--- src/rtl/cp0_unit.sv ---
// cp0_unit: MIPS coprocessor 0 with SR/Cause/EPC/PRId, interrupt/exception arbitration and eret return address
module cp0_unit #(
  parameter logic [31:0] PRID = 32'h0000_0007
) (
  input  logic        clk,
  input  logic        reset,
  input  logic [4:0]  A1,
  input  logic [4:0]  A2,
  input  logic [31:0] DIn,
  input  logic        WE,
  input  logic [31:0] PC,
  input  logic        BD,
  input  logic [4:0]  excCode,
  input  logic [5:0]  HWInt,
  input  logic        EXLClr,
  output logic        IntReq,
  output logic [31:0] EPCOut,
  output logic [31:0] DOut
);
  logic [5:0]  im, ip;
  logic        exl, ie, cbd;
  logic [4:0]  exc_code;
  logic [31:0] epc, sr, cause, pc_al;
  logic        int_pend, exc_pend;
  assign int_pend = |(HWInt & im) & ie & ~exl;
  assign exc_pend = (excCode != 5'd0) & ~exl;
  assign IntReq   = reset & (int_pend | exc_pend);
  assign pc_al    = PC & 32'hFFFF_FFFC;
  assign sr       = {16'd0, im, 8'd0, exl, ie};
  assign cause    = {cbd, 15'd0, ip, 3'd0, exc_code, 2'd0};
  assign EPCOut   = (WE && A2 == 5'd14 && !IntReq) ? {DIn[31:2], 2'b00} : epc;
  // mfc0 read mux straight from register state
  always_comb begin
    DOut = A1 == 5'd12 ? sr : A1 == 5'd13 ? cause : A1 == 5'd14 ? epc : A1 == 5'd15 ? PRID : 32'd0;
  end
  // exception entry beats mtc0/eret; an eret in the same cycle as mtc0 SR clears EXL after the write
  always_ff @(posedge clk or negedge reset) begin
    if (!reset) begin
      im       <= '0;
      ip       <= '0;
      exl      <= 1'b0;
      ie       <= 1'b0;
      cbd      <= 1'b0;
      exc_code <= '0;
      epc      <= '0;
    end else begin
      ip <= HWInt;
      if (IntReq) begin
        exl      <= 1'b1;
        exc_code <= int_pend ? 5'd0 : excCode;
        cbd      <= BD;
        epc      <= BD ? pc_al - 32'd4 : pc_al;
      end else begin
        if (WE && A2 == 5'd12) {im, exl, ie} <= {DIn[15:10], DIn[1], DIn[0]};
        if (WE && A2 == 5'd14) epc <= {DIn[31:2], 2'b00};
        if (EXLClr) exl <= 1'b0;
      end
    end
  end
endmodule

--- config.mk ---
export PLATFORM = sky130hd
export DESIGN_NAME = cp0_unit
export DESIGN_NICKNAME = d
export VERILOG_FILES = /design/src/rtl/cp0_unit.sv
export SDC_FILE = /design/constraint.sdc
export NUM_CORES = 1
export LEC_CHECK = 0
export ABC_AREA = 1
export CAP_MARGIN = 20
export CORE_MARGIN = 1
export CORE_UTILIZATION = 35
export DETAILED_ROUTE_END_ITERATION = 12
export GPL_TIMING_DRIVEN = 0
export PLACE_DENSITY_LB_ADDON = 0.3
export SLEW_MARGIN = 20
export SYNTH_ARGS = -nofsm -noshare
export SYNTH_HDL_FRONTEND = slang
export SYNTH_SLANG_ARGS = --single-unit
export TNS_END_PERCENT = 30
--- constraint.sdc ---
create_clock -name clk -period 1.7 [get_ports clk]
set_clock_uncertainty 0.15 [all_clocks]
set_input_delay 0.255 -clock clk [delete_from_list [all_inputs] [get_ports clk]]
set_output_delay 0.255 -clock clk [all_outputs]
set_load 0.01 [all_outputs]
==> impl_metrics.ini, run 1 <==
[run]
cap_violations = 0

[sta]
layout_min_cycle_time_ps = 2300
rsz0062_at_grt = yes
fin_crit_sh = 1.35
hold_viol = 50
worst_slew_pin_slew_ps = 502
slew_headroom = 0.666
holdWs_ps = -269
final_max_slew_viol_count = 0
setup_viol = 73
layout_setup_ws_ps = -599
fmax_ghz = 0.435

[placement]
dpl_worst_slack_ps = -1260
dp_cells = 853
hpwl_um = 10800
place_congestion = 0.882
place_area_um2 = 5420
io_buffers = 150

[setup_path]
worstSetupEndpointType = primary output
crit_arrival_ps = 1890
startpoint_type = register
path_max_fanout = 3
crit_required_ps = 1290
reg2reg_depth = 12
worstSetupPathType = register to primary output

[cells_and_area]
stdcell_count = 903
layout.nets = 858
postLayoutCellArea_um2 = 6240
syn_to_final_growth_pct = 67.6
num_antenna_cells = 0
layout-drive-gt1-share = 0.327

[floorplan]
start_util = 0.361
die_w_um = 105
ioPinCount = 155
fp.coreArea_um2 = 10300
die_y_um = 105
die_area_um2 = 11100
rows = 37

[drt]
ant_nets = 0
drc = 0
drt_iter0_markers = 275
post_drt_wl_per_cell_um = 16.2
num_vias = 4678
vias_per_cell = 5.18
drtPass1Iterations = 5
wl_um = 14700

[clocking]
cts.sinks = 50
clkLatencyLatePin_ps = 300
cts_max_level = 2
cts_tree = done
clkTransAtPathRegs_ps = 100
cts_buffers = 5
clk_root_buffer_cell = clkbuf_8
clockBufferDepth = 2

[global_routing]
grt_pass1_vias = 4681
grt_max_degree = 53
grt_pass1_wl_um = 23300
antenna_found_initial = 0
grtUsageTotal = 0.265
grt_overflow = 0

[logic_synthesis]
synth-main-ff-cell = dfrtp_1
synth.top_cell.area_share = 0.336
synthCells = 566
yosys_warnings = 0
ys_seq_area_frac = 0.336
ys_seq_elements = 50
synth_top_area_cell = dfrtp_1
yosysUniqueCellTypes = 37
async_reset_ff_frac = 1.00
avgSynthCellArea_um2 = 6.58
synth_area_um2 = 3730
synth_edf_count = 0
synthTopCellsByArea = dfrtp_1 (34%), nand3_1 (15%), nand2_1 (12%)

[outcome]
outcome = finished, violations left
failed_checks = hold timing, setup timing

[pwr]
p_sw_uw = 1890
comb_power_share = 0.490
power_report.internal_total_uw = 2860
pwr-share-clk = 0.150
totalPowerFinal_uw = 4750
vdd_ir_drop_max_mv = 0.526
swShare = 0.398
leakagePower_uw = 0.00313
power_density_nw_per_um2 = 760
pwr-share-seq = 0.360

[hold_path]
hold_class = input port to asynchronous set/reset pin
## final timing paths
kind	from	endpoint	slack, ps
min in group clk	HWInt[2]	ip[2]$_DFF_PN0_	50
worst min-delay path	reset	exc_code[3]$_DFFE_PN0P_	-270
worst min register to register	im[5]$_DFFE_PN0P_	im[5]$_DFFE_PN0P_	360
max in group asynchronous	reset	exl$_DFFE_PN0P_	1310
worst max-delay path	im[2]$_DFFE_PN0P_	EPCOut[10]	-600
worst max register to register	im[2]$_DFFE_PN0P_	epc[13]$_DFFE_PN0P_	-140
## synthesized netlist by cell type (2+ instances only)
library cell,n
nor3_2,2
o21ai_0,44
nand2_1,124
clkbuf_1,4
clkbuf_2,2
nand2_2,3
nand3_2,10
buf_6,6
o22ai_1,5
a21oi_1,3
nor2_1,71
nand3b_1,2
o21bai_1,4
nor3_1,2
xor2_1,2
nor2_4,4
o221ai_1,7
dfrtp_1,50
buf_4,5
buf_2,5
inv_1,82
nand3_1,110
nand4_1,5
## registers in the layout (all words and copies together), names as in the netlist
signal    flops
exl           1
epc          30
ie            1
ip            6
exc_code      5
cbd           1
im            6
## area by class of cell
class                   instances  area [µm²]
inverters                      83         312
clock inverters                 2        13.8
plain buffers                  24         323
well taps                     136         170
multi-input cells             410        2450
clock buffers                   5        68.8
fillers                       921        4080
repair buffers                193        1660
flip-flops and latches         50        1250
## per-layer routing
| metal | GRT usage | wire [µm] |
|---|---|---|
| met1 | 0.329 | 6090 |
| met3 | 0.0424 | 898 |
| met2 | 0.467 | 7400 |
| met4 | 0.0855 | 280 |
| met5 | 0 | 0 |
## timing repair
item	in CTS	in global routing
gates resized for setup	388	59
buffers inserted	31	7
endpoints found under the hold margin	50	50
pin swaps	23	13
gates cloned	4	1
endpoints found under the setup margin	107	106
## power by group through the flow
stage / logic, µW / registers (µW) / clock network (µW)
after floorplan: 1110 / 1680 / 0
after CTS: 2170 / 1700 / 708
after detailed placement: 2150 / 1730 / 0
after global routing: 2540 / 1740 / 753
final: 2320 / 1710 / 714
after global placement: 2120 / 1710 / 0
## critical path: stages (launching register included)
cell and delay (ps):
dfrtp_1 390, nand2_1 70, nand2_1 60, nor2_2 120, nand2_2 70, nand2_4 80
a21oi_4 60, nor2_4 110, buf_6 130, buf_12 100, buf_12 110, nand2_2 50
o21ai_1 70, buf_2 160
## cell usage in the layout, fill, tap and decap left out, types with 22 or more instances in the layout
master,count
nand2_1,102
nand3_1,97
inv_1,78
clkdlybuf4s50_1,62
buf_2,53
dfrtp_1,50
nor2_1,45
buf_4,29
dlygate4sd2_1,24
nand3_2,22
## stage by stage
stage	hold WS (ps)	setup TNS [ps]	utilization
after global placement	323	-264580	0.525
after detailed placement	182	-88260	0.525
after CTS	-251	-18530	0.580
after global routing	-232	-27300	0.605
final	-269	-19390	0.605
after floorplan	-191	-528	-
## cell families (layout without fill, tap and decap cells)
| group | count (synthesis) | in the layout | synth area share |
|---|---|---|---|
| buffers and inverters | 107 | 307 | 0.130 |
| adder cells (fa/ha/maj) | 1 | 1 | 0.00336 |
| other | 1 | 2 | 0.00101 |
| AO/OA/AOI/OAI | 67 | 67 | 0.107 |
| XOR/XNOR | 3 | 3 | 0.00705 |
| flip-flops | 50 | 50 | 0.336 |
| AND/OR/NAND/NOR | 337 | 337 | 0.415 |
(Power assumes the default switching activity.)
==> inputs of run 2 (changes only) <==
ABC_AREA = not set   (was 1)
GPL_TIMING_DRIVEN = not set   (was 0)
==> run 2 against run 1 <==
Against the previous run:
- the flow still finishes with violations (hold timing, setup timing)
- global-route usage shrank 3.1 points
- via count down 22%
- synthesized cell count is 36% lower
- clock-buffer cell count up 1
- sequential share of layout area is 0.076 points lower
- maximum frequency fell by 12%
- register-to-register slack lost 160 ps
- critical path type is now input port to primary output
- highest routed layer unchanged
==> impl_metrics.ini, run 2 <==
[outcome]
outcome = finished, violations left
failed_checks = hold timing, setup timing

[logic_synthesis]
ys_seq_elements = 50
synth_area_um2 = 3520
synth_edf_count = 0
yosys-top-cells-count = mux2i_1 (57), dfrtp_1 (50), nor2_1 (34)
synthTopCellsByArea = dfrtp_1 (36%), mux2i_1 (16%), mux2_1 (9.6%)
synth_most_common_cell = mux2i_1
synth.top_cell.area_share = 0.356
yosysUniqueCellTypes = 37
yosys_warnings = 0
synth-main-ff-cell = dfrtp_1
async_reset_ff_frac = 1.00
synth_top_area_cell = dfrtp_1
ys_seq_area_frac = 0.356
avgSynthCellArea_um2 = 9.67
synthCells = 364

[setup_path]
critPathMostFrequentCell = buf_6
worstSetupPathType = input port to primary output
worstSetupEndpointType = primary output
path_max_fanout = 5
rrSetupSlack_ps = -300
crit_required_ps = 1290
crit_arrival_ps = 2210
cp_cell_sequence = buf_6, or4_4, o21a_1, a31oi_4, inv_2, nor2_4, buf_6, buf_6, buf_12, mux2_4, buf_6
cp_slowest_cell = or4_4
critical_path.max_stage_delay_ps = 520
startpoint_type = input port

[pwr]
vdd_ir_drop_max_mv = 0.386
power_density_nw_per_um2 = 723
leakagePower_uw = 0.00303

[drt]
num_vias = 3639
vias_per_cell = 4.90
wl_um = 12100
ant_nets = 0
post_drt_wl_per_cell_um = 16.3
drt_iter0_markers = 57
drtPass1Iterations = 4
drc = 0

[sta]
fin_crit_sh = 1.54
setup_viol = 90
fmax_ghz = 0.382
layout_setup_ws_ps = -917
hold_viol = 20
rsz0062_at_grt = yes
final_max_slew_viol_count = 0
slew_headroom = 0.556
holdWs_ps = -6.25
layout_min_cycle_time_ps = 2620
worst_slew_pin_slew_ps = 666

[floorplan]
die_w_um = 102
die_y_um = 102
rows = 36
ioPinCount = 155
start_util = 0.360
die_area_um2 = 10500
fp.coreArea_um2 = 9770

[cells_and_area]
num_antenna_cells = 0
largest_reg_flops = 30
layout-drive-gt1-share = 0.411
reg.largest.list = epc x30, im x6, ip x6
regMostFlops = epc
layout.nets = 699
final_cell_mix = buf_4 (97), clkdlybuf4s50_1 (77), mux2i_1 (56), dfrtp_1 (50), buf_6 (41)
stdcell_count = 742
final_common_cell = buf_4
syn_to_final_growth_pct = 78.2

[placement]
dp_cells = 723
hpwl_um = 8890
place_congestion = 0.818
io_buffers = 150
dpl_worst_slack_ps = -1530

[clocking]
clkLatencyLatePin_ps = 310
clkTransAtPathRegs_ps = 90
cts_max_level = 2
clockBufferDepth = 2
cts.sinks = 50
clk_root_buffer_cell = clkbuf_8
cts_tree = done
cts_buffers = 5

[global_routing]
grt_pass1_wl_um = 18600
antenna_found_initial = 0
grt_pass1_vias = 3720
grt_overflow = 0
grt_max_degree = 51
grtUsageTotal = 0.234

[hold_path]
hold_class = input port to asynchronous set/reset pin

[run]
cap_violations = 0
[run 2: changes by cell type after synthesis, sizes merged, moves of 12 or more]
cell,delta
nand3,-115
nand2,-99
inv,-80
mux2i,+57
nor2,-41
mux2,+37
o21ai,-36
xnor2,+22
and2,+18
a21oi,+12
[run 2: worst paths after layout]
kind,start,to,cells after the start
min in group clk,excCode[4],exc_code[4]$_DFFE_PN0P_,3
worst min-delay path,reset,epc[9]$_DFFE_PN0P_,2
max in group asynchronous,reset,im[3]$_DFFE_PN0P_,2
worst min register to register,exc_code[4]$_DFFE_PN0P_,exc_code[4]$_DFFE_PN0P_,2
worst max-delay path,excCode[4],EPCOut[21],11
worst max register to register,im[1]$_DFFE_PN0P_,im[0]$_DFFE_PN0P_,7
[run 2: cell type report]
type	count	area, µm²
multi-input combinational	292	2460
tap	133	166
inverter	3	11.3
fill	818	3510
sequential	50	1250
clock inverter	2	37.5
clock buffer	6	72.6
timing repair buffer	256	2270
[run 2: where the power goes]
group	switching [µW]	internal (µW)	total (µW)
sequential	217	1450	1670
combinational	758	1240	1990
clock	430	440	870
[run 2: repair_timing]
item	4_1_cts	5_1_grt
endpoints found under the hold margin	0	0
gates cloned	5	0
pin swaps	11	4
resized for setup	320	19
setup buffers	8	2
setup endpoints to repair	107	105
hold buffers	0	0
[run 2: per-layer routing]
layer,share of wire,GRT usage,vias to the layer above
met5,0,0,-
met4,0.0094,0.0538,0
met3,0.054,0.0397,8
met2,0.51,0.437,124
met1,0.42,0.279,1728
li1,-,-,1779
[run 2: cell families after synthesis]
family / Yosys count / synth area share
buf+inv: 23 / 0.0309
flops: 50 / 0.356
xor+xnor: 29 / 0.0722
simple gates: 131 / 0.195
fa+ha+maj: 1 / 0.00356
other cells: 1 / 0.00107
compound gates: 35 / 0.0608
mux: 94 / 0.281
[run 2: critical path: cells and delay by family]
| family | cells | cell delay [ps] |
|---|---|---|
| buffers and inverters | 6 | 640 |
| and+or+nand+nor | 2 | 610 |
| AOI/OAI and AO/OA | 2 | 380 |
| muxes | 1 | 300 |
[run 2: metrics by stage]
stage / total power, µW / setup TNS [ps] / util / area [µm²]
after floorplan: 2520 / -29150 / - / 3650
after CTS: 4530 / -42120 / 0.644 / 6290
after global routing: 4770 / -47530 / 0.641 / 6270
after detailed placement: 3570 / -108580 / 0.609 / 5950
after global placement: 3510 / -104650 / 0.609 / 5950
final: 4530 / -38360 / 0.641 / 6270
==> inputs of run 3 (changes only) <==
CTS_BUF_LIST = sky130_fd_sc_hd__clkbuf_16   (was not set)
==> run 3 against run 2 <==
Against the previous run:
- the flow finishes with violations (setup timing)
- via count barely moved
- cell area grew 2.1%
- flip-flop and latch count unchanged
- sequential share of layout area down 0.40 points
- routed wire length barely moved
- global-route usage increased by 0.073 points
- clock power up 31%
- non-clock buffer count increased by 2
- utilization rose by 1.3 points
- first-iteration DRC count up 37%
- maximum frequency decreased by 1.5%
- power up 6.1%
- critical endpoint unchanged
- highest routed layer unchanged
==> impl_metrics.ini, run 3 (same netlist as run 2, synthesis figures left out) <==
[floorplan]
start_util = 0.360
die_y_um = 102
die_w_um = 102
ioPinCount = 155
die_area_um2 = 10500
rows = 36
fp.coreArea_um2 = 9770

[pwr]
totalPowerFinal_uw = 4800
leakagePower_uw = 0.00311
vdd_ir_drop_max_mv = 0.462
power_density_nw_per_um2 = 751

[clocking]
cts_max_level = 2
clk_root_buffer_cell = clkbuf_16
cts.sinks = 50
clockBufferDepth = 2
cts_buffers = 5
clkTransAtPathRegs_ps = 70
clkLatencyLatePin_ps = 290
cts_tree = done

[setup_path]
worstSetupPathType = input port to primary output
path_max_fanout = 5
startpoint_type = input port
critical_path.max_stage_delay_ps = 520
crit_required_ps = 1290
cp_cell_sequence = buf_6, or4_4, o21a_1, a31oi_4, inv_2, nor2_4, buf_6, buf_6, buf_12, mux2_4, buf_6
cp_slowest_cell = or4_4
critPathMostFrequentCell = buf_6
crit_arrival_ps = 2250
reg2reg_depth = 7
worstSetupEndpointType = primary output

[global_routing]
grtUsageTotal = 0.235
antenna_found_initial = 0
grt_pass1_vias = 3723
grt_overflow = 0
grt_max_degree = 51
grt_pass1_wl_um = 18700

[drt]
m1WireLength_um = 5110
wl_um = 12100
wl_met2_um = 6230
ant_nets = 0
drt_iter0_markers = 78
post_drt_wl_per_cell_um = 16.3
dr_wl_met3_um = 681
drc = 0
num_vias = 3636
vias_per_cell = 4.89
drtPass1Iterations = 4
routed.top_layer = met4

[run]
cap_violations = 0

[sta]
hold_viol = 0
layout_min_cycle_time_ps = 2660
worst_slew_pin_slew_ps = 663
rsz0062_at_grt = yes
setup_viol = 86
fin_crit_sh = 1.56
slew_headroom = 0.558
layout_setup_ws_ps = -958
holdWs_ps = 17.3
final_max_slew_viol_count = 0
fmax_ghz = 0.376

[cells_and_area]
final_cell_mix = buf_4 (95), clkdlybuf4s50_1 (77), mux2i_1 (57), dfrtp_1 (50), buf_6 (43)
layout.nets = 701
syn_to_final_growth_pct = 81.8
final.fill_count = 800
reg.largest.list = epc x30, im x6, ip x6
post-route-util = 0.655
regMostFlops = epc
layout-drive-gt1-share = 0.411
largest_reg_flops = 30
num_antenna_cells = 0
stdcell_count = 744
final_common_cell = buf_4

[placement]
place_congestion = 0.818
io_buffers = 150
dp_cells = 723
hpwl_um = 8890

[outcome]
failed_checks = setup timing
outcome = finished, violations left

[hold_path]
hold_class = input port to asynchronous set/reset pin
==> run 3: metrics by stage <==
| step | cell area, µm² | worst slack [ps] | TNS [ps] |
|---|---|---|---|
| 2_1_floorplan | 3650 | -632 | -29150 |
| 3_3_place_gp | 5950 | -1480 | -104650 |
| 3_5_place_dp | 5950 | -1530 | -108580 |
| 4_1_cts | 6350 | -975 | -43170 |
| 5_1_grt | 6400 | -1020 | -46180 |
| 6_report | 6400 | -958 | -39340 |
==> run 3: timing repair <==
item                                    in CTS  in global routing
resized for setup                          319                 24
cloned                                       5                  0
hold buffers                                 0                  1
pin swaps                                   11                 10
endpoints found under the hold margin        0                  1
buffers inserted                             8                  1
endpoints found under the setup margin     107                105
==> run 3: layout make-up <==
cell class | count | area [µm²] | share of cell area
Multi-Input combinational cell | 292 | 2470 | 0.386
Sequential cell | 50 | 1250 | 0.196
Timing Repair Buffer | 258 | 2330 | 0.364
Tap cell | 133 | 166 | 0.0260
Clock buffer | 5 | 125 | 0.0196
Clock inverter | 3 | 41.3 | 0.00645
Inverter | 3 | 11.3 | 0.00176
==> run 3: power breakdown <==
| part | switching [µW] | leakage, µW | internal, µW |
|---|---|---|---|
| combinational | 758 | 0.00243 | 1240 |
| clock | 449 | 0.0000812 | 690 |
| sequential | 217 | 0.000595 | 1450 |
| total | 1420 | 0.00311 | 3380 |
==> run 3: path summary, 6_finish.rpt <==
path	to	start	slack, ps
worst max-delay path	EPCOut[21]	excCode[1]	-960
worst min-delay path	epc[9]$_DFFE_PN0P_	reset	20
worst max register to register	im[1]$_DFFE_PN0P_	im[2]$_DFFE_PN0P_	-300
worst min register to register	exc_code[4]$_DFFE_PN0P_	exc_code[4]$_DFFE_PN0P_	330
max in group asynchronous	im[3]$_DFFE_PN0P_	reset	940
min in group clk	exc_code[4]$_DFFE_PN0P_	excCode[4]	70
==> run 3: critical path, delay by kind of cell <==
kind	cells	cell delay [ps]
multiplexers	1	300
AO/OA/AOI/OAI	2	370
AND/OR/NAND/NOR	2	650
buffers and inverters	6	670
==> run 3: per-layer routing <==
| metal | GRT usage | up-vias |
|---|---|---|
| met5 | 0 | - |
| met4 | 0.0538 | 0 |
| met3 | 0.0438 | 7 |
| met2 | 0.435 | 120 |
| met1 | 0.280 | 1726 |
| li1 | - | 1783 |
==> RTL change: new RTL, settings of run 2 <==
The parameter `PRID` goes from 32'h0000_0007 to 32'h00000005.
--- a/src/rtl/cp0_unit.sv
+++ b/src/rtl/cp0_unit.sv
@@ -1,5 +1,5 @@
 // cp0_unit: MIPS coprocessor 0 with SR/Cause/EPC/PRId, interrupt/exception arbitration and eret return address
 module cp0_unit #(
-  parameter logic [31:0] PRID = 32'h0000_0007
+  parameter logic [31:0] PRID = 32'h00000005
 ) (
   input  logic        clk,
Check against the original RTL: not equivalent (a bounded check fails within 4 cycles, from zero or initial values and one cycle with reset low).
==> RTL change against run 2 <==
  * The flow finishes with violations (negative setup slack)
  * Largest power group unchanged
  * Synthesized area up 3.8%
  * Power about the same
  * Wire length up 5.7%
  * Hold slack better by 87 ps
  * Sequential cell count unchanged
  * Global-route usage about the same
  * Synthesized cell count up 5.8%
  * Fmax down 5.0%
  * Largest cell class unchanged
  * Design area up 4.8%
  * First-iteration DRC count up 110%
  * Worst setup slack worse by 140 ps
==> RTL change: results (changes against run 2) <==
- Status: complete, but fails checks (unchanged)
- Failing checks: negative setup slack (was negative hold slack, negative setup slack)
- Layout cells sized above 1: 0.476 (was 0.411)
- Number of global-route vias before repair: 4047 (was 3720)
- Final worst slack: -1060 ps (was -917 ps)
- Via count: 3839 (was 3639)
- Share of synthesized area occupied by flip-flops and latches: 0.342 (was 0.356)
- CTS max path bufs: 2 (unchanged)
- Inserted Clock Buffers: 5 (unchanged)
- Largest net degree at the start of global routing: 46 (was 51)
- H-Tree Depth: 2 (unchanged)
- Drt first pass iters: 4 (unchanged)
- Ys async rst share: 1.00 (unchanged)
- Antenna violations before repair: 0 (unchanged)
- Pre-CTS setup slack: -1450 ps (was -1530 ps)
- Worst R2R Setup Slack: -470 ps (was -300 ps)
- Pleak: 3.05 nW (was 3.03 nW)
- Port-buffer cells: 150 (unchanged)
- Max incr delay on CP: 540 ps (was 520 ps)
- Largest registers: epc (30), im (6), ip (6) (unchanged)
- Hold endpoint: ip[2]
- Max VDD drop: 0.415 mV (was 0.386 mV)
- Setup_tns: -43860 ps (was -38360 ps)
- Initial DRC count: 118 (was 57)
- Critical-path top delay cell: or4_4 (unchanged)
- Clk_lat worst skew: 310 ps (about the same)
- HP Start: HWInt[2]
- N_diodes: 0 (unchanged)
- Final setup fails: 84 (was 90)
- RR Startpoint: im[2] (was im[1])
- Hpwl dp: 9.07 mm (was 8.89 mm)
- Synth top area cells: dfrtp_1 (34%), mux2_2 (18%), nand2_1 (4.9%), xnor2_1 (4.6%), mux2i_1 (4.4%) (was dfrtp_1 (36%), mux2i_1 (16%), mux2_1 (9.6%), xnor2_1 (5.7%), nor2_1 (3.6%))
- Routability Congestion: 0.848 (was 0.818)
- Ys Warns: 0 (unchanged)
- Drt drc: 0 (unchanged)
- First-pass GRT wire length: 20.1 mm (was 18.6 mm)
- Detailed Route WL: 12.8 mm (was 12.1 mm)
- Gr usage total: 0.234 (about the same)
- Post-synth top cells: mux2_2 (58), dfrtp_1 (50), nand2_1 (48), nor2_1 (31), xnor2_1 (19) (was mux2i_1 (57), dfrtp_1 (50), nor2_1 (34), mux2_1 (30), nand2_1 (28))
- Synth cell types: 54 (was 37)
- Hold Crit Depth: 1
- Reg clk slew, reported paths: ~100 ps
- Nets: 736 (was 699)
- Fillers: 809 (was 818)
- CP delay by family, top: simple AND/OR/NAND/NOR gates (was buffers and inverters)
- Worst-path fanout max: 5 (unchanged)
- Hold crit path type: in -> reg (was in -> async)
- CTS root buffer: clkbuf_8 (unchanged)
- Reg2reg end: im[5] (was im[0])
- Cell count of the worst reg-to-reg path: 8 (was 7)
- Crit path arrival time: 2350 ps (was 2210 ps)
[RTL change: cell count changes after synthesis, sizes merged, moves of 2 or more]
cell / delta
a21oi: -8
and3: +2
buf: +4
mux2: +21
mux2i: -41
nand2: +20
nand3: +3
nor2: -2
nor3: -4
o21ai: +21
o41ai: +2
or3b: +2
or4: +2
xnor2: -4
[RTL change: area by class of cell]
cell class                 instances  area share
clock inverter                     2     0.00590
sequential                        50       0.190
clock buffer                       5      0.0105
inverter                           3     0.00210
timing repair buffer             275       0.373
multi-input combinational        310       0.393
tap                              133      0.0253
[RTL change: logic make-up after synthesis]
| logic type | Yosys count | share of synthesized area |
|---|---|---|
| fa+ha+maj | 1 | 0.00342 |
| simple gates | 154 | 0.248 |
| xor+xnor | 26 | 0.0623 |
| other cells | 1 | 0.00103 |
| compound gates | 53 | 0.0853 |
| flops | 50 | 0.342 |
| buf+inv | 26 | 0.0346 |
| mux | 74 | 0.223 |
[RTL change: worst max path at each step]
stage	startpoint	end	cells past startpoint
2_1_floorplan	excCode[4]	EPCOut[10]	8
3_3_place_gp	excCode[4]	EPCOut[9]	9
3_5_place_dp	excCode[4]	EPCOut[26]	9
4_1_cts	im[2]	EPCOut[30]	12
5_1_grt	im[2]	EPCOut[24]	10
6_report	excCode[2]	EPCOut[24]	11
[RTL change: power breakdown]
| group | internal, mW | switching (mW) |
|---|---|---|
| sequential | 1.44 | 0.203 |
| combinational | 1.24 | 0.772 |
| clock | 0.434 | 0.441 |
[RTL change: what timing repair did]
item	4_1_cts	5_1_grt
hold buffers	1	0
pin swaps	8	13
resized for setup	264	108
endpoints found under the hold margin	50	0
setup endpoints to repair	107	94
buffers inserted	22	11
gates cloned	4	0
[RTL change: metal layers]
metal	share of wire	track usage
met3	0.031	0.0213
met4	0.014	0.0633
met5	0	0
met1	0.43	0.280
met2	0.53	0.443
[RTL change: through the flow]
stage	instance area (um2)	std cells	hold WS (ps)
final	6570	778	80.8
after global routing	6570	778	86.5
after CTS	6480	775	69.6
after detailed placement	6060	741	166
after global placement	6060	741	153
after floorplan	3800	386	-191
